==> src/rtl/mccu_pkg.sv <==
// Shared encodings for the multi-cycle control unit: states, opcodes,
// function codes, instruction classes and datapath select codes.
package mccu_pkg;

    typedef enum logic [2:0] {
        S_IF  = 3'd0,
        S_ID  = 3'd1,
        S_EXE = 3'd2,
        S_MEM = 3'd3,
        S_WB  = 3'd4,
        S_ERR = 3'd7
    } state_t;

    typedef enum logic [3:0] {
        C_NOP, C_R, C_JR, C_IALU, C_LW, C_SW, C_BEQ, C_BNE, C_J, C_JAL
    } iclass_t;

    // Longest tolerated memory stall before the bus error trips.
    localparam logic [3:0] WAIT_MAX = 4'd15;
    // Link register number; consumed by the datapath destination mux when jal=1.
    localparam logic [3:0] LINK_REG = 4'd15;

    localparam logic [5:0] OP_RTYPE = 6'b000000;
    localparam logic [5:0] OP_J     = 6'b000010;
    localparam logic [5:0] OP_JAL   = 6'b000011;
    localparam logic [5:0] OP_BEQ   = 6'b000100;
    localparam logic [5:0] OP_BNE   = 6'b000101;
    localparam logic [5:0] OP_ADDI  = 6'b001000;
    localparam logic [5:0] OP_ANDI  = 6'b001100;
    localparam logic [5:0] OP_ORI   = 6'b001101;
    localparam logic [5:0] OP_XORI  = 6'b001110;
    localparam logic [5:0] OP_LUI   = 6'b001111;
    localparam logic [5:0] OP_LW    = 6'b100011;
    localparam logic [5:0] OP_SW    = 6'b101011;

    localparam logic [5:0] F_SLL = 6'b000000;
    localparam logic [5:0] F_SRL = 6'b000010;
    localparam logic [5:0] F_SRA = 6'b000011;
    localparam logic [5:0] F_JR  = 6'b001000;
    localparam logic [5:0] F_ADD = 6'b100000;
    localparam logic [5:0] F_SUB = 6'b100010;
    localparam logic [5:0] F_AND = 6'b100100;
    localparam logic [5:0] F_OR  = 6'b100101;
    localparam logic [5:0] F_XOR = 6'b100110;

    localparam logic [3:0] ALUC_ADD = 4'b0000;
    localparam logic [3:0] ALUC_SUB = 4'b0100;
    localparam logic [3:0] ALUC_AND = 4'b0001;
    localparam logic [3:0] ALUC_OR  = 4'b0101;
    localparam logic [3:0] ALUC_XOR = 4'b0010;
    localparam logic [3:0] ALUC_LUI = 4'b0110;
    localparam logic [3:0] ALUC_SLL = 4'b0011;
    localparam logic [3:0] ALUC_SRL = 4'b0111;
    localparam logic [3:0] ALUC_SRA = 4'b1111;

    localparam logic [1:0] PCSRC_ALU = 2'd0;
    localparam logic [1:0] PCSRC_BR  = 2'd1;
    localparam logic [1:0] PCSRC_QA  = 2'd2;
    localparam logic [1:0] PCSRC_JMP = 2'd3;

    localparam logic [1:0] SRCB_QB    = 2'd0;
    localparam logic [1:0] SRCB_FOUR  = 2'd1;
    localparam logic [1:0] SRCB_IMM   = 2'd2;
    localparam logic [1:0] SRCB_IMMSH = 2'd3;

endpackage

==> src/rtl/mccu_decode.sv <==
// Combinational instruction decode: op/func -> class and per-class ALU controls.
// Unrecognised encodings decode to C_NOP.
module mccu_decode
    import mccu_pkg::*;
(
    input  logic [5:0] i_op,
    input  logic [5:0] i_func,
    output iclass_t    o_cls,
    output logic [3:0] o_aluc,
    output logic       o_sext,
    output logic       o_shift,
    output logic       o_regrt
);

    // Classify the instruction and pick its ALU operation.
    always_comb begin
        o_cls   = C_NOP;
        o_aluc  = ALUC_ADD;
        o_sext  = 1'b0;
        o_shift = 1'b0;
        o_regrt = 1'b0;
        case (i_op)
            OP_RTYPE: begin
                case (i_func)
                    F_ADD: o_cls = C_R;
                    F_SUB: begin o_cls = C_R; o_aluc = ALUC_SUB; end
                    F_AND: begin o_cls = C_R; o_aluc = ALUC_AND; end
                    F_OR:  begin o_cls = C_R; o_aluc = ALUC_OR;  end
                    F_XOR: begin o_cls = C_R; o_aluc = ALUC_XOR; end
                    F_SLL: begin o_cls = C_R; o_aluc = ALUC_SLL; o_shift = 1'b1; end
                    F_SRL: begin o_cls = C_R; o_aluc = ALUC_SRL; o_shift = 1'b1; end
                    F_SRA: begin o_cls = C_R; o_aluc = ALUC_SRA; o_shift = 1'b1; end
                    F_JR:  o_cls = C_JR;
                    default: o_cls = C_NOP;
                endcase
            end
            OP_ADDI: begin o_cls = C_IALU; o_sext = 1'b1; o_regrt = 1'b1; end
            OP_ANDI: begin o_cls = C_IALU; o_aluc = ALUC_AND; o_regrt = 1'b1; end
            OP_ORI:  begin o_cls = C_IALU; o_aluc = ALUC_OR;  o_regrt = 1'b1; end
            OP_XORI: begin o_cls = C_IALU; o_aluc = ALUC_XOR; o_regrt = 1'b1; end
            OP_LUI:  begin o_cls = C_IALU; o_aluc = ALUC_LUI; o_regrt = 1'b1; end
            OP_LW:   begin o_cls = C_LW;   o_sext = 1'b1; o_regrt = 1'b1; end
            OP_SW:   begin o_cls = C_SW;   o_sext = 1'b1; end
            OP_BEQ:  begin o_cls = C_BEQ;  o_sext = 1'b1; o_aluc = ALUC_SUB; end
            OP_BNE:  begin o_cls = C_BNE;  o_sext = 1'b1; o_aluc = ALUC_SUB; end
            OP_J:    o_cls = C_J;
            OP_JAL:  o_cls = C_JAL;
            default: o_cls = C_NOP;
        endcase
    end

endmodule

==> src/rtl/mccu_fsm.sv <==
// Multi-cycle control unit: IF/ID/EXE/MEM/WB sequencer with a shared memory
// port, a memory stall watchdog and a sticky bus-error state.
// Memory handshake: mem_req is held high in IF/MEM; the access completes on the
// rising edge where mem_rdy=1, and mem_rdy in any other state is ignored.
module mccu_fsm
    import mccu_pkg::*;
(
    input  logic       clk,
    input  logic       clrn,
    input  logic [5:0] op,
    input  logic [5:0] func,
    input  logic       z,
    input  logic       mem_rdy,
    output logic       mem_req,
    output logic       iord,
    output logic       wmem,
    output logic       wir,
    output logic       wpc,
    output logic       wreg,
    output logic       regrt,
    output logic       m2reg,
    output logic       jal,
    output logic       sext,
    output logic       shift,
    output logic       alusrca,
    output logic [1:0] alusrcb,
    output logic [3:0] aluc,
    output logic [1:0] pcsrc,
    output logic [2:0] state,
    output logic       err
);

    state_t     r_state;
    state_t     w_next;
    logic [3:0] r_wait;
    logic [3:0] w_wait_inc;
    logic       w_timeout;
    logic       w_stalling;

    iclass_t    w_cls;
    logic [3:0] w_aluc;
    logic       w_sext;
    logic       w_shift;
    logic       w_regrt;

    // Ungated control values; forced to zero below while clrn is low.
    logic       w_mem_req, w_iord, w_wmem, w_wir, w_wpc, w_wreg, w_regrt_o;
    logic       w_m2reg, w_jal, w_sext_o, w_shift_o, w_alusrca, w_err;
    logic [1:0] w_alusrcb, w_pcsrc;
    logic [3:0] w_aluc_o;

    mccu_decode u_decode (
        .i_op    (op),
        .i_func  (func),
        .o_cls   (w_cls),
        .o_aluc  (w_aluc),
        .o_sext  (w_sext),
        .o_shift (w_shift),
        .o_regrt (w_regrt)
    );

    assign w_stalling = ((r_state == S_IF) || (r_state == S_MEM)) && !mem_rdy;
    assign w_wait_inc = r_wait + 4'd1;
    assign w_timeout  = w_stalling && (w_wait_inc == WAIT_MAX);

    // State register and stall counter; the counter only runs while a stall persists.
    always_ff @(posedge clk or negedge clrn) begin
        if (!clrn) begin
            r_state <= S_IF;
            r_wait  <= 4'd0;
        end else begin
            r_state <= w_next;
            r_wait  <= (w_stalling && (w_next == r_state)) ? w_wait_inc : 4'd0;
        end
    end

    // Next-state selection.
    always_comb begin
        w_next = r_state;
        case (r_state)
            S_IF:  w_next = mem_rdy ? S_ID : (w_timeout ? S_ERR : S_IF);
            S_ID:  w_next = (w_cls == C_J || w_cls == C_JAL || w_cls == C_NOP) ? S_IF : S_EXE;
            S_EXE: begin
                case (w_cls)
                    C_R, C_IALU: w_next = S_WB;
                    C_LW, C_SW:  w_next = S_MEM;
                    default:     w_next = S_IF;
                endcase
            end
            S_MEM: begin
                if (mem_rdy)        w_next = (w_cls == C_LW) ? S_WB : S_IF;
                else if (w_timeout) w_next = S_ERR;
                else                w_next = S_MEM;
            end
            S_WB:  w_next = S_IF;
            S_ERR: w_next = S_ERR;
            default: w_next = S_IF;
        endcase
    end

    // Datapath controls as a function of state, decoded class and z.
    always_comb begin
        w_mem_req = 1'b0; w_iord  = 1'b0; w_wmem  = 1'b0; w_wir     = 1'b0;
        w_wpc     = 1'b0; w_wreg  = 1'b0; w_regrt_o = 1'b0; w_m2reg = 1'b0;
        w_jal     = 1'b0; w_sext_o = 1'b0; w_shift_o = 1'b0; w_alusrca = 1'b0;
        w_alusrcb = SRCB_QB; w_aluc_o = ALUC_ADD; w_pcsrc = PCSRC_ALU; w_err = 1'b0;
        case (r_state)
            S_IF: begin
                w_mem_req = 1'b1;
                w_alusrcb = SRCB_FOUR;
                w_wir     = mem_rdy;
                w_wpc     = mem_rdy;
            end
            S_ID: begin
                w_alusrcb = SRCB_IMMSH;
                if (w_cls == C_J || w_cls == C_JAL) begin
                    w_wpc   = 1'b1;
                    w_pcsrc = PCSRC_JMP;
                end
                if (w_cls == C_JAL) begin
                    w_wreg = 1'b1;
                    w_jal  = 1'b1;
                end
            end
            S_EXE: begin
                w_alusrca = 1'b1;
                case (w_cls)
                    C_R: begin
                        w_aluc_o  = w_aluc;
                        w_shift_o = w_shift;
                    end
                    C_JR: begin
                        w_wpc   = 1'b1;
                        w_pcsrc = PCSRC_QA;
                    end
                    C_IALU, C_LW, C_SW: begin
                        w_alusrcb = SRCB_IMM;
                        w_aluc_o  = w_aluc;
                        w_sext_o  = w_sext;
                    end
                    C_BEQ, C_BNE: begin
                        w_aluc_o = ALUC_SUB;
                        w_sext_o = 1'b1;
                        if ((w_cls == C_BEQ && z) || (w_cls == C_BNE && !z)) begin
                            w_wpc   = 1'b1;
                            w_pcsrc = PCSRC_BR;
                        end
                    end
                    default: w_alusrca = 1'b1;
                endcase
            end
            S_MEM: begin
                w_mem_req = 1'b1;
                w_iord    = 1'b1;
                w_wmem    = (w_cls == C_SW);
            end
            S_WB: begin
                w_wreg    = 1'b1;
                w_regrt_o = w_regrt;
                w_m2reg   = (w_cls == C_LW);
            end
            S_ERR: w_err = 1'b1;
            default: w_err = 1'b0;
        endcase
    end

    // Reset forces every output low immediately, including a pending request or write.
    assign mem_req = clrn & w_mem_req;
    assign iord    = clrn & w_iord;
    assign wmem    = clrn & w_wmem;
    assign wir     = clrn & w_wir;
    assign wpc     = clrn & w_wpc;
    assign wreg    = clrn & w_wreg;
    assign regrt   = clrn & w_regrt_o;
    assign m2reg   = clrn & w_m2reg;
    assign jal     = clrn & w_jal;
    assign sext    = clrn & w_sext_o;
    assign shift   = clrn & w_shift_o;
    assign alusrca = clrn & w_alusrca;
    assign alusrcb = clrn ? w_alusrcb : 2'd0;
    assign aluc    = clrn ? w_aluc_o  : 4'd0;
    assign pcsrc   = clrn ? w_pcsrc   : 2'd0;
    assign state   = clrn ? r_state   : 3'd0;
    assign err     = clrn & w_err;

endmodule

==> config.mk <==
export PLATFORM = sky130hd
export DESIGN_NAME = mccu_fsm
export DESIGN_NICKNAME = d
export VERILOG_FILES = /design/src/rtl/mccu_pkg.sv /design/src/rtl/mccu_decode.sv /design/src/rtl/mccu_fsm.sv
export SDC_FILE = /design/constraint.sdc
export NUM_CORES = 1
export LEC_CHECK = 0
export CAP_MARGIN = 20
export CORE_ASPECT_RATIO = 0.6
export CORE_UTILIZATION = 36
export DETAILED_ROUTE_END_ITERATION = 12
export PLACE_DENSITY_LB_ADDON = 0.05
export REMOVE_ABC_BUFFERS = 1
export SLEW_MARGIN = 25
export SYNTH_ARGS = -nofsm -noshare
export SYNTH_HDL_FRONTEND = slang
export SYNTH_SLANG_ARGS = --single-unit
==> constraint.sdc <==
create_clock -name clk -period 4.1 [get_ports clk]
set_clock_uncertainty 0.05 [all_clocks]
set_input_delay 1.23 -clock clk [delete_from_list [all_inputs] [get_ports clk]]
set_output_delay 1.23 -clock clk [all_outputs]
set_load 0.05 [all_outputs]
# Word level (Yosys, flattened, before mapping)
# Cells that the tools add are included.
[totals] reg_bits=7 in_bits=16 out_inout_bits=24 elab_cells=126
[classes] n_addsub=1 n_eq_ne=35 n_mux=48 bitwise_logic=13 reduce_logical=27
[op_table] cell="$eq A6 B6 Y1 const B" count=7
[op_table] cell="$eq A6 B4 Y1 const B" count=6
[op_table] cell="$pmux W4 S8" count=1
[op_table] cell="$pmux W4 S7" count=1
[op_table] cell="$eq A6 B2 Y1 const B" count=4
[op_table] cell="$pmux W4 S6" count=1
[op_table] cell="$mux W1" count=20
[op_table] cell="$mux W3" count=6
[op_table] cell="$eq A4 B3 Y1 const B" count=4
[op_table] cell="$pmux W3 S5" count=1
[op_table] cell="$and A1 B1 Y1" count=13
[op_table] cell="$eq A4 B4 Y1 const B" count=3
[op_table] cell="$eq A6 B3 Y1 const B" count=2
[op_table] cell="$logic_not A6 Y1" count=2
[op_table] cell="$mux W4" count=3
[op_table] cell="$pmux W2 S2" count=3
[op_table] cell="$mux W2" count=5
[op_table] cell="$reduce_or A2 Y1" count=5
[op_table] cell="$reduce_or A5 Y1" count=2
[op_table] cell="$eq A4 B2 Y1 const B" count=2
[op_table] cell="$pmux W4 S2" count=1
[op_table] cell="$reduce_or A8 Y1" count=1
[op_table] cell="$eq A3 B2 Y1 const B" count=2
[op_table] cell="$eq A3 B3 Y1 const B" count=2
[op_table] cell="other kinds (16)" count=27

# Logic depth before layout (Yosys ltp)
# Gate-level depths: netlist of the first run.
[depth] depth_word=12 depth_mapped=7 mapped_depth_nobuf=6

# Modules after synthesis
# From an unflattened synthesis of the first run, not the netlist that was laid out.
[unflattened] hier_cells=160 area_unflattened_um2=1101.1
[by_module_without_submodules] module="mccu_fsm" instances=1 cells_per_inst=104 area_each_um2=754.5 seq_area_each_um2=175.2
[by_module_without_submodules] module="mccu_decode" instances=1 cells_per_inst=56 area_each_um2=346.6 seq_area_each_um2=0.0

# Worst setup path after synthesis of the first run
# OpenSTA, ideal clock, no wires.
[synth_path] kind="input-to-output" from="in op[3]" to="out wmem" arrival_ps=3900 t_required_ps=2820 setup_slack_ps=-1080 stages=6 path_buffers=1 cell_sequence="buf_6 -> or4_1 -> or3_1 -> nor2_1 -> nor2_1 -> nor4_1"
[synth_via] elab_chain_cells=6 elab_cells_between_ends=17 cone_classes="12 x eq/ne; 2 x mux; 1 x bitwise; 2 x reduce/logical"
[synth_rtl] element="start: declaration" line_no="mccu_fsm.sv:10" rtl="input logic [5:0] op,"
[synth_rtl] element="$eq A6 B4 Y1" line_no="mccu_decode.sv:22" rtl="case (i_op)"
[synth_rtl] element="$reduce_or A5 Y1 (no source line)"
[synth_rtl] element="$pmux W4 S8 (*)" line_no="mccu_decode.sv:22"
[synth_rtl] element="$eq A4 B3 Y1 (*)" line_no="mccu_fsm.sv:155" rtl="w_wmem = (w_cls == C_SW);"
[synth_rtl] element="$mux W1 (*)" line_no="mccu_fsm.sv:107" rtl="case (r_state)"
[synth_rtl] element="$and A1 B1 Y1 (*)" line_no="mccu_fsm.sv:170" rtl="assign wmem = clrn & w_wmem;"
[synth_rtl] element="end: declaration" line_no="mccu_fsm.sv:16" rtl="output logic wmem,"
# Mark *: on every way between the ends. The rest lies on a longest branch, timed or not.

# Worst setup path in the final report of the first run
[layout_path] from="in op[3]" to="out pcsrc[0]"
[layout_via] elab_chain_cells=10 elab_cells_between_ends=29 cone_classes="16 x eq/ne; 6 x mux; 7 x reduce/logical"
[layout_rtl] element="$eq A6 B4 Y1" line_no="mccu_decode.sv:22"
[layout_rtl] element="$reduce_or A5 Y1 (no source line)"
[layout_rtl] element="$pmux W4 S8 (*)" line_no="mccu_decode.sv:22"
[layout_rtl] element="$eq A4 B3 Y1" line_no="mccu_fsm.sv:127, mccu_fsm.sv:144"
[layout_rtl] element="$logic_and A1 B1 Y1" line_no="mccu_fsm.sv:144" rtl="if ((w_cls == C_BEQ && z) || (w_cls == C_BNE && !z)) begin"
[layout_rtl] element="$logic_or A1 B1 Y1" line_no="mccu_fsm.sv:144"
[layout_rtl] element="$mux W1" line_no="mccu_fsm.sv:144"
[layout_rtl] element="$pmux W2 S2" line_no="mccu_fsm.sv:127" rtl="case (w_cls)"
[layout_rtl] element="$pmux W2 S2 (*)" line_no="mccu_fsm.sv:107"
[layout_rtl] element="$mux W2 (*)" line_no="mccu_fsm.sv:182" rtl="assign pcsrc = clrn ? w_pcsrc : 2'd0;"
[layout_rtl] element="end: declaration" line_no="mccu_fsm.sv:28" rtl="output logic [1:0] pcsrc,"
# Marks and branches as above.

==> results.md, run 1 <==
- Run status: complete, but fails checks
- Violations in the final reports: negative setup slack
- Number of warning messages in the yosys log: 0
- Final cycle utilization of the critical path: 103%
- Leakage power total: 0.976 nW
- Layout Area Growth over Synthesis: 98.3%
- Via count of the first global-routing pass: 1547
- Cell family with most CP delay: simple AND/OR/NAND/NOR gates
- Min Tclk post-route: 4.21 ns
- Level count of the clock H-tree: 1
- Die outline area: 3520 µm²
- Number of enable-type register cells in the synthesized netlist: 0
- Global route total overflow: 0
- Number of hold buffers added after CTS: 0
- Drt wl/cell: 16.4 µm
- Vias post-DR: 1687
- Power per unit of standard cell area: 163 nW/µm²
- Routing usage on met3: 4.16%
- Maximum VDD drop: 0.136 mV
- Fraction of layout cells with a size suffix above 1: 42.8%
- Count of antenna diodes in the layout: 0
- Gate count after technology mapping: 176
- Share of flip-flops with an asynchronous set or reset after synthesis: 100%
- Final WL: 4800 µm
- R2R Setup Slk: 2.22 ns
- Chip Height: 46.4 µm
- Internal power summed over all cells: 234 µW
- Clock-pin slew of the registers on the worst-case setup and hold paths: 0.04 ns
- Sequential cell area fraction in the yosys report: 14.8%
- Met1 Track Usage GR: 36.9%
- Setup violation total in the final timing report: 9
- Largest net degree at the start of global routing: 16
- Final HPWL from detailed placement: 3720 µm
- Post-route setup TNS: -0.443 ns
- Crit path setup slack, layout: -0.114 ns
- Max FO, Critical Path: 5
- M2 GR Usage: 46.7%
- Gpl congestion: 0.945
- Hold/Removal Path Class: flop to flop
- Critical path capture point type: output pin
- # port buffers: 39
- Post-route antenna net violation count: 0
- Clock tree from TritonCTS: yes
- Fmax: 237 MHz
- Site row count: 15
- Number of fill cells in the layout: 206
- Initial core utilization: 39.4%
- Detailed-router iteration count before antenna repair: 4
- Placeable core region: 3000 µm²
- Global-route wire length before repair: 7290 µm
- Power share of the clock group: 25.6%
- Worst max-slew margin expressed relative to the limit: 63.0%
- Antenna violations before repair: 1
- GRT busiest layer: met2
- Via density: 5.78
- Number of endpoints with negative hold slack in the final report: 0
- Critical path data arrival time: 2.93 ns
- Residual DRC count: 0
- Switching power share of the total: 38.9%
- Crit start category: input port
- Worst-path cell with the longest stage delay: or4b_4
- Slew Limit Fails: 0
- Largest buffer count on any clock path: 2
- RSZ-0062 raised after global routing: true
- Starting DRT DRC Count: 139
- Synthesized flop and latch total: 7
- Total track usage: 27.1%
- Actual slew at the worst max-slew pin: 0.551 ns
- Logic gate share of total power: 52.8%
- Insertion delay to the later sink of the worst-skew pair: 0.23 ns
- Worst slack on hold paths: 0.484 ns
- Clock buffers created by TritonCTS: 3
- Clock sink count: 7
- CTS root buffer: clkbuf_8
- Prevailing post-synth register cell: dfrtp_1
- Critical-path cell list: buf_8 -> or4b_4 -> buf_6 -> o32ai_2 -> buf_4 -> a211oi_4 -> mux2i_1 -> nand2_1 -> buf_12
- Count of different cell masters after synthesis: 51
- CP Class: input port to output pin
- Combined buffer and inverter count along the critical path: 4
- Total net switching power: 149 µW
- Total of max-cap violations: 0
- Worst path max stage delay: 0.57 ns
- IO Pins: 40
- Number of nets in the finished design: 269
- Power share of the sequential group: 21.6%
- Area of the mapped netlist: 1180 µm²
- Width of the die: 76.0 µm
- Required time at the worst-slack endpoint: 2.82 ns
- Avg Cell Area, Syn: 6.72 µm²
- Pre-CTS setup slack: -0.576 ns
==> cells in the mapped netlist (all sizes together), types with 2 or more instances <==
cell	instances	area share [%]
a2111oi	2	3.1
nor3b	2	1.3
clkbuf	10	3.2
a211o	2	1.5
o21ai	8	3.4
ha	2	2.1
or2	3	1.6
a31oi	2	1.1
a21boi	3	1.9
nor3	6	2.5
mux2i	3	2.5
nand2	18	5.7
nor2	27	8.6
inv	7	2.2
a21oi	10	4.2
or3	4	2.5
o31ai	2	1.3
xor2	2	1.5
and3	3	1.6
o21bai	3	1.9
o211ai	2	1.3
a211oi	2	1.7
nand3	4	1.7
nor2b	6	3.2
nand4	2	1.1
nand3b	2	1.3
dfrtp	7	15
and2	4	2.1
nand2b	8	4.2
or4	2	1.3
==> state kept, by name, summed over array words and instances (netlist names) <==
name	count
r_state	3
r_wait	4
==> area by class of cell <==
class / instances / area [µm²] / area share [%]
Inverter: 7 / 26.3 / 1.12
Tap cell: 42 / 52.6 / 2.24
Sequential cell: 7 / 175 / 7.47
Timing Repair Buffer: 81 / 951 / 40.6
Clock buffer: 4 / 45.0 / 1.92
Multi-Input combinational cell: 151 / 1090 / 46.7
==> through the flow <==
| step | power [mW] | cells | utilization (%) | instance area (µm²) |
|---|---|---|---|---|
| 2_1_floorplan | 0.164 | 165 | - | 1130 |
| 4_1_cts | 0.377 | 292 | 75.8 | 2270 |
| 3_3_place_gp | 0.265 | 286 | 70.5 | 2120 |
| 5_1_grt | 0.397 | 292 | 78.1 | 2340 |
| 3_5_place_dp | 0.270 | 286 | 70.5 | 2120 |
| 6_report | 0.383 | 292 | 78.1 | 2340 |
==> metal layers <==
metal | part of all wire, % | vias to the layer above
met1 | 45 | 807
met2 | 46 | 81
met3 | 8.7 | 11
li1 | - | 786
met4 | 0.88 | 2
met5 | 0.27 | -
==> placed cells by master, fill, tap and decap left out, drive strengths merged, types with 6 or more instances in the layout <==
cell type | netlist | layout
a21oi | 10 | 10
buf | 1 | 71
dfrtp | 7 | 7
dlygate4sd2 | 0 | 7
inv | 7 | 7
nand2 | 18 | 18
nand2b | 8 | 8
nor2 | 27 | 27
nor2b | 6 | 6
nor3 | 6 | 6
o21ai | 8 | 8
==> path summary, 6_finish.rpt <==
path,start,to,cells after the start
max,op[3],pcsrc[0],9
min,r_wait[0],r_wait[0],1
min reg2reg,r_wait[0],r_wait[0],1
min in group asynchronous,clrn,r_wait[2],2
max reg2reg,r_wait[0],r_wait[1],6
max in group asynchronous,clrn,r_state[1],2
==> logic make-up (layout without fill, tap and decap cells) <==
family	after synthesis	in the layout	share of synthesized area (%)
flops	7	7	14.8
simple gates	98	98	44.2
fa+ha+maj	2	2	2.12
mux	3	3	2.54
xor+xnor	3	3	2.22
compound gates	45	45	27.7
buf+inv	18	92	6.35
==> power groups by stage <==
stage               combinational, mW  sequential [mW]  clock, mW
floorplan                      0.0784           0.0854          0
global placement                0.183           0.0821          0
detailed placement              0.187           0.0836          0
CTS                             0.194           0.0827     0.0997
global route                    0.214           0.0839     0.0992
finish                          0.202           0.0827     0.0981
==> what timing repair did <==
item                       4_1_cts  5_1_grt
setup endpoints to repair       14       12
pin swaps                       16        8
resized for setup               58       15
gates cloned                     0        0
setup buffers                    2        0
Power figures use the tool's default switching activity.
==> run 2: changes to the inputs <==
--- a/config.mk
+++ b/config.mk
@@ -7,10 +7,12 @@
 export LEC_CHECK = 0
 export CAP_MARGIN = 20
 export CORE_ASPECT_RATIO = 0.6
+export CORE_MARGIN = 4
 export CORE_UTILIZATION = 36
 export DETAILED_ROUTE_END_ITERATION = 12
 export PLACE_DENSITY_LB_ADDON = 0.05
 export REMOVE_ABC_BUFFERS = 1
+export SKIP_CTS_REPAIR_TIMING = 1
 export SLEW_MARGIN = 25
 export SYNTH_ARGS = -nofsm -noshare
 export SYNTH_HDL_FRONTEND = slang
==> constraint.sdc (replaced) <==
create_clock -name clk -period 4.1 [get_ports clk]
set_clock_uncertainty 0.05 [all_clocks]
set_input_delay 1.23 -clock clk [delete_from_list [all_inputs] [get_ports clk]]
set_output_delay 1.23 -clock clk [all_outputs]
set_load 0.01 [all_outputs]
==> run 2 against run 1 <==
  * The run still ends with negative setup slack left
  * Combinational power is 17% lower
  * Worst setup slack improved by 0.088 ns
  * First-iteration DRC count down 33%
  * Worst hold slack improved by 0.028 ns
  * Cell count rose by 3.8%
  * Wire length is 2.5% lower
  * Register-to-register slack got worse by 0.06 ns
  * Power shrank 9.9%
  * Design area decreased by 9.0%
  * Clock power is 0.9% lower
  * Sequential share of layout area grew 0.74 points
  * Critical endpoint is now wpc
  * Largest cell class unchanged
==> results.md, run 2 (synthesis gave the netlist of run 1 again) <==
- Combined area of the multi-input logic cells: 1060 µm²
- Internal power summed over all cells: 225 µW
- Via density: 5.42
- R2R Setup Slk: 2.16 ns
- Post-route antenna net violation count: 0
- Finished layout cell area: 2130 µm²
- Initial core utilization: 39.4%
- Power share of the clock group: 28.2%
- Worst slack on hold paths: 0.512 ns
- Site row count: 15
- Crit path setup slack, layout: -0.0258 ns
- Antenna violations before repair: 0
- Drt wl/cell: 15.5 µm
- Clock buffers created by TritonCTS: 3
- Layout Area Growth over Synthesis: 80.5%
- Level count of the clock H-tree: 1
- Total of max-cap violations: 0
- Critical path capture point type: output pin
- Logic gate share of total power: 48.6%
- Startpoint of the worst hold path: r_wait[0]
- Largest net degree at the start of global routing: 16
- Top register by number of flip-flops: r_wait
- Top Registers: r_wait (4), r_state (3)
- Switching power share of the total: 34.7%
- CP Class: input port to output pin
- Post-route setup TNS: -0.0258 ns
- Detailed-router iteration count before antenna repair: 4
- RSZ-0062 raised after global routing: true
- Most frequent standard cell in the layout excluding fill and tap cells: buf_4
- Via count of the first global-routing pass: 1423
- Largest buffer count on any clock path: 2
- Crit Reg-Reg Startpoint: r_wait[0]
- Critical path data arrival time: 2.85 ns
- Setup violation total in the final timing report: 1
- Total net switching power: 120 µW
- Power per unit of standard cell area: 162 nW/µm²
- Number of flip-flops under the largest register name: 4
- Residual DRC count: 0
- Width of the die: 82.0 µm
- Count of antenna diodes in the layout: 0
- Number of endpoints with negative hold slack in the final report: 0
- Clock-pin slew of the registers on the worst-case setup and hold paths: 0.04 ns
- Required time at the worst-slack endpoint: 2.82 ns
- FF+latch area: 175 µm²
- Number of nets in the finished design: 280
- IO Pins: 40
- Fraction of layout cells with a size suffix above 1: 39.5%
- Clock sink count: 7
- Insertion delay to the later sink of the worst-skew pair: 0.23 ns
- Worst reg2reg endpoint: r_state[1]
- Hold Crit Depth: 1
- Most frequent cells in the layout: buf_4, nor2_1, nand2_1
- Post-DP Area: 1890 µm²
- R2R depth: 6
- Global-route wire length before repair: 6780 µm
- Total chip power: 345 µW
- Leakage power total: 1.09 nW
- Hold EP: r_wait[0]
- Final WL: 4680 µm
- Final cycle utilization of the critical path: 101%
- CTS root buffer: clkbuf_8
- Min Tclk post-route: 4.13 ns
- Max FO, Critical Path: 4
- # port buffers: 39
- Slew Limit Fails: 0
- Worst max-slew margin expressed relative to the limit: 52.4%
- Gpl congestion: 0.862
- Fmax: 242 MHz
- Crit start category: input port
- Run status: complete, but fails checks
- Violations in the final reports: negative setup slack
- Maximum VDD drop: 0.110 mV
- Hold/Removal Path Class: flop to flop
- Chip Height: 52.4 µm
- Global route total overflow: 0
- Vias post-DR: 1641
- Final HPWL from detailed placement: 3460 µm
- Total track usage: 20.0%
- Power share of the sequential group: 23.2%
- Number of fill cells in the layout: 230
- Placeable core region: 3000 µm²
- Clock tree from TritonCTS: yes
- Actual slew at the worst max-slew pin: 0.705 ns
- Starting DRT DRC Count: 93
- Die outline area: 4300 µm²
-- run 2: power by group through the flow --
stage / logic, mW / registers (mW) / clock network, mW
finish: 0.168 / 0.0802 / 0.0972
global route: 0.182 / 0.0815 / 0.102
CTS: 0.150 / 0.0802 / 0.0981
detailed placement: 0.149 / 0.0811 / 0
global placement: 0.146 / 0.0804 / 0
floorplan: 0.0568 / 0.0854 / 0
-- run 2: worst max-delay path by stage --
stage / start / to / slack, ns / cells after the start
floorplan: op[1] / wmem / 0.10 / 5
global placement: op[1] / wmem / -0.91 / 7
detailed placement: op[1] / wpc / -0.90 / 7
CTS: op[1] / wpc / -0.91 / 7
global route: op[3] / wpc / -0.09 / 7
finish: op[3] / wpc / -0.03 / 7
-- run 2: per-stage QoR --
step,setup slack (ns),std cells,utilization (%)
floorplan,0.104,165,-
global placement,-0.913,288,63.0
detailed placement,-0.905,288,63.0
CTS,-0.907,292,64.5
global route,-0.0950,303,71.1
finish,-0.0258,303,71.1
-- run 2: worst max-delay path: stages --
cell and delay, ns:
buf_8 0.10, or4b_4 0.56, or3_4 0.38, a2111oi_4 0.27
mux2i_1 0.12, nand2_1 0.07, buf_2 0.12
-- run 2: per-layer routing --
metal  track usage [%]  share of wire (%)  vias up
met2              29.8                 46       61
met4              1.93               0.92        0
met5                 0                  0        -
li1                  -                  -      807
met3              1.20                8.2        5
met1              31.9                 45      768
-- run 2: final cells by class --
type / instances / area share [%]
Tap cell: 42 / 2.46
Sequential cell: 7 / 8.21
Multi-Input combinational cell: 151 / 49.8
Timing Repair Buffer: 92 / 36.2
Clock buffer: 4 / 2.11
Inverter: 7 / 1.23
==> run 3: changes to the inputs <==
--- a/config.mk
+++ b/config.mk
@@ -8,11 +8,12 @@
 export CAP_MARGIN = 20
 export CORE_ASPECT_RATIO = 0.6
 export CORE_MARGIN = 4
-export CORE_UTILIZATION = 36
+export CORE_UTILIZATION = 32
 export DETAILED_ROUTE_END_ITERATION = 12
 export PLACE_DENSITY_LB_ADDON = 0.05
 export REMOVE_ABC_BUFFERS = 1
 export SKIP_CTS_REPAIR_TIMING = 1
+export SKIP_LAST_GASP = 1
 export SLEW_MARGIN = 25
 export SYNTH_ARGS = -nofsm -noshare
 export SYNTH_HDL_FRONTEND = slang
==> run 3 against run 2 <==
  * The flow still finishes with violations (negative setup slack)
  * Non-clock buffer count decreased by 10
  * Combinational power decreased by 4%
  * Sequential share of layout area about the same
  * Die area increased by 11%
  * Largest power group unchanged
  * Global-route usage decreased by 2.2 points
  * First-iteration DRC count increased by 19%
  * Critical path type unchanged
  * Design area decreased by 0.12%
  * Worst setup slack got worse by 0.048 ns
==> results.md, run 3 (synthesis gave the netlist of run 1 again) <==
- Crit path setup slack, layout: -0.0739 ns
- Post-route antenna net violation count: 0
- Number of nets in the finished design: 270
- Worst max-slew margin expressed relative to the limit: 49.6%
- Largest net degree at the start of global routing: 16
- Actual slew at the worst max-slew pin: 0.746 ns
- Antenna violations before repair: 0
- Vias post-DR: 1560
- Maximum VDD drop: 0.122 mV
- Detailed-router iteration count before antenna repair: 4
- Gpl congestion: 0.828
- Via count of the first global-routing pass: 1418
- Leakage power total: 1.10 nW
- Pre-CTS setup slack: -0.985 ns
- Slew Limit Fails: 0
- Site row count: 16
- Fraction of layout cells with a size suffix above 1: 34.3%
- Number of flip-flops under the largest register name: 4
- Via density: 5.27
- Critical path data arrival time: 2.89 ns
- # port buffers: 39
- Worst setup startpoint: op[1]
- RSZ-0062 raised after global routing: true
- Power per unit of standard cell area: 159 nW/µm²
- Crit start category: input port
- Level count of the clock H-tree: 1
- Top register by number of flip-flops: r_wait
- Layout Area Growth over Synthesis: 80.3%
- Total track usage: 17.9%
- R2R Setup Slk: 2.21 ns
- Starting DRT DRC Count: 111
- Worst reg2reg endpoint: r_state[1]
- Global route total overflow: 0
- Run status: complete, but fails checks
- Setup violation total in the final timing report: 3
- Drt wl/cell: 14.9 µm
- Min Tclk post-route: 4.17 ns
- Fmax: 240 MHz
- Clock sink count: 7
- Worst slack on hold paths: 0.472 ns
- CP Class: input port to output pin
- Initial core utilization: 34.7%
- Violations in the final reports: negative setup slack
- Residual DRC count: 0
- Width of the die: 86.5 µm
- CTS root buffer: clkbuf_8
- IO Pins: 40
- Die outline area: 4760 µm²
- Top Registers: r_wait (4), r_state (3)
- Clock-pin slew of the registers on the worst-case setup and hold paths: 0.04 ns
- Global-route wire length before repair: 6730 µm
- Insertion delay to the later sink of the worst-skew pair: 0.23 ns
- Crit Reg-Reg Startpoint: r_wait[0]
- Clock tree from TritonCTS: yes
- R2R depth: 6
- Largest buffer count on any clock path: 2
- Total of max-cap violations: 0
- Most frequent cells in the layout: buf_4, nor2_1, nand2_1
- Number of endpoints with negative hold slack in the final report: 0
- Final cycle utilization of the critical path: 102%
- Max FO, Critical Path: 4
- Count of antenna diodes in the layout: 0
- Final core area utilization: 62.6%
- Critical path capture point type: output pin
- Final HPWL from detailed placement: 3350 µm
- Worst setup path endpoint: pcsrc[0]
- Hold/Removal Path Class: flop to flop
- Required time at the worst-slack endpoint: 2.82 ns
- Most frequent standard cell in the layout excluding fill and tap cells: buf_4
- Clock buffers created by TritonCTS: 3
- Placeable core region: 3400 µm²
- Chip Height: 55.1 µm
- Final WL: 4400 µm
==> run 3: critical path, cell delays in order <==
cell,delay [ns]
buf_8,0.10
or4b_4,0.56
or3_4,0.38
buf_6,0.14
nor3b_4,0.19
mux2i_1,0.10
nand2_1,0.08
buf_2,0.12
==> run 3: power breakdown <==
group / internal, mW / total, mW / switching (mW)
clock network: 0.0674 / 0.0982 / 0.0309
registers: 0.0748 / 0.0800 / 0.00511
logic: 0.0785 / 0.162 / 0.0832
total: 0.221 / 0.340 / 0.119
==> run 3: through the flow <==
| stage | cells | TNS [ns] | total power, mW | instance area (µm²) |
|---|---|---|---|---|
| 2_1_floorplan | 165 | 0 | 0.142 | 1130 |
| 3_3_place_gp | 289 | -10.28 | 0.225 | 1880 |
| 3_5_place_dp | 289 | -10.70 | 0.226 | 1880 |
| 4_1_cts | 293 | -10.86 | 0.328 | 1930 |
| 5_1_grt | 296 | -0.423 | 0.363 | 2130 |
| 6_report | 296 | -0.177 | 0.340 | 2130 |
==> run 3: worst min-delay path by stage <==
| stage | start | end | depth (start not counted) |
|---|---|---|---|
| after global routing | r_wait[0] | r_wait[0] | 1 |
| final | r_wait[0] | r_wait[0] | 1 |
| after detailed placement | r_wait[0] | r_wait[0] | 1 |
| after floorplan | r_wait[0] | r_wait[0] | 1 |
| after CTS | r_wait[0] | r_wait[0] | 1 |
| after global placement | r_wait[0] | r_wait[0] | 1 |
==> run 3: cell type report <==
cell class	count	area, µm²
Fill cell	295	1270
Timing Repair Buffer	82	742
Sequential cell	7	175
Multi-Input combinational cell	151	1090
Tap cell	45	56.3
Clock buffer	4	45.0
Inverter	7	26.3
==> run 3: metal layers <==
metal / track usage, % / part of all wire (%)
met2: 26.8 / 42
met1: 27.5 / 52
met3: 2.81 / 6.0
met4: 1.55 / 0.32
met5: 0 / 0
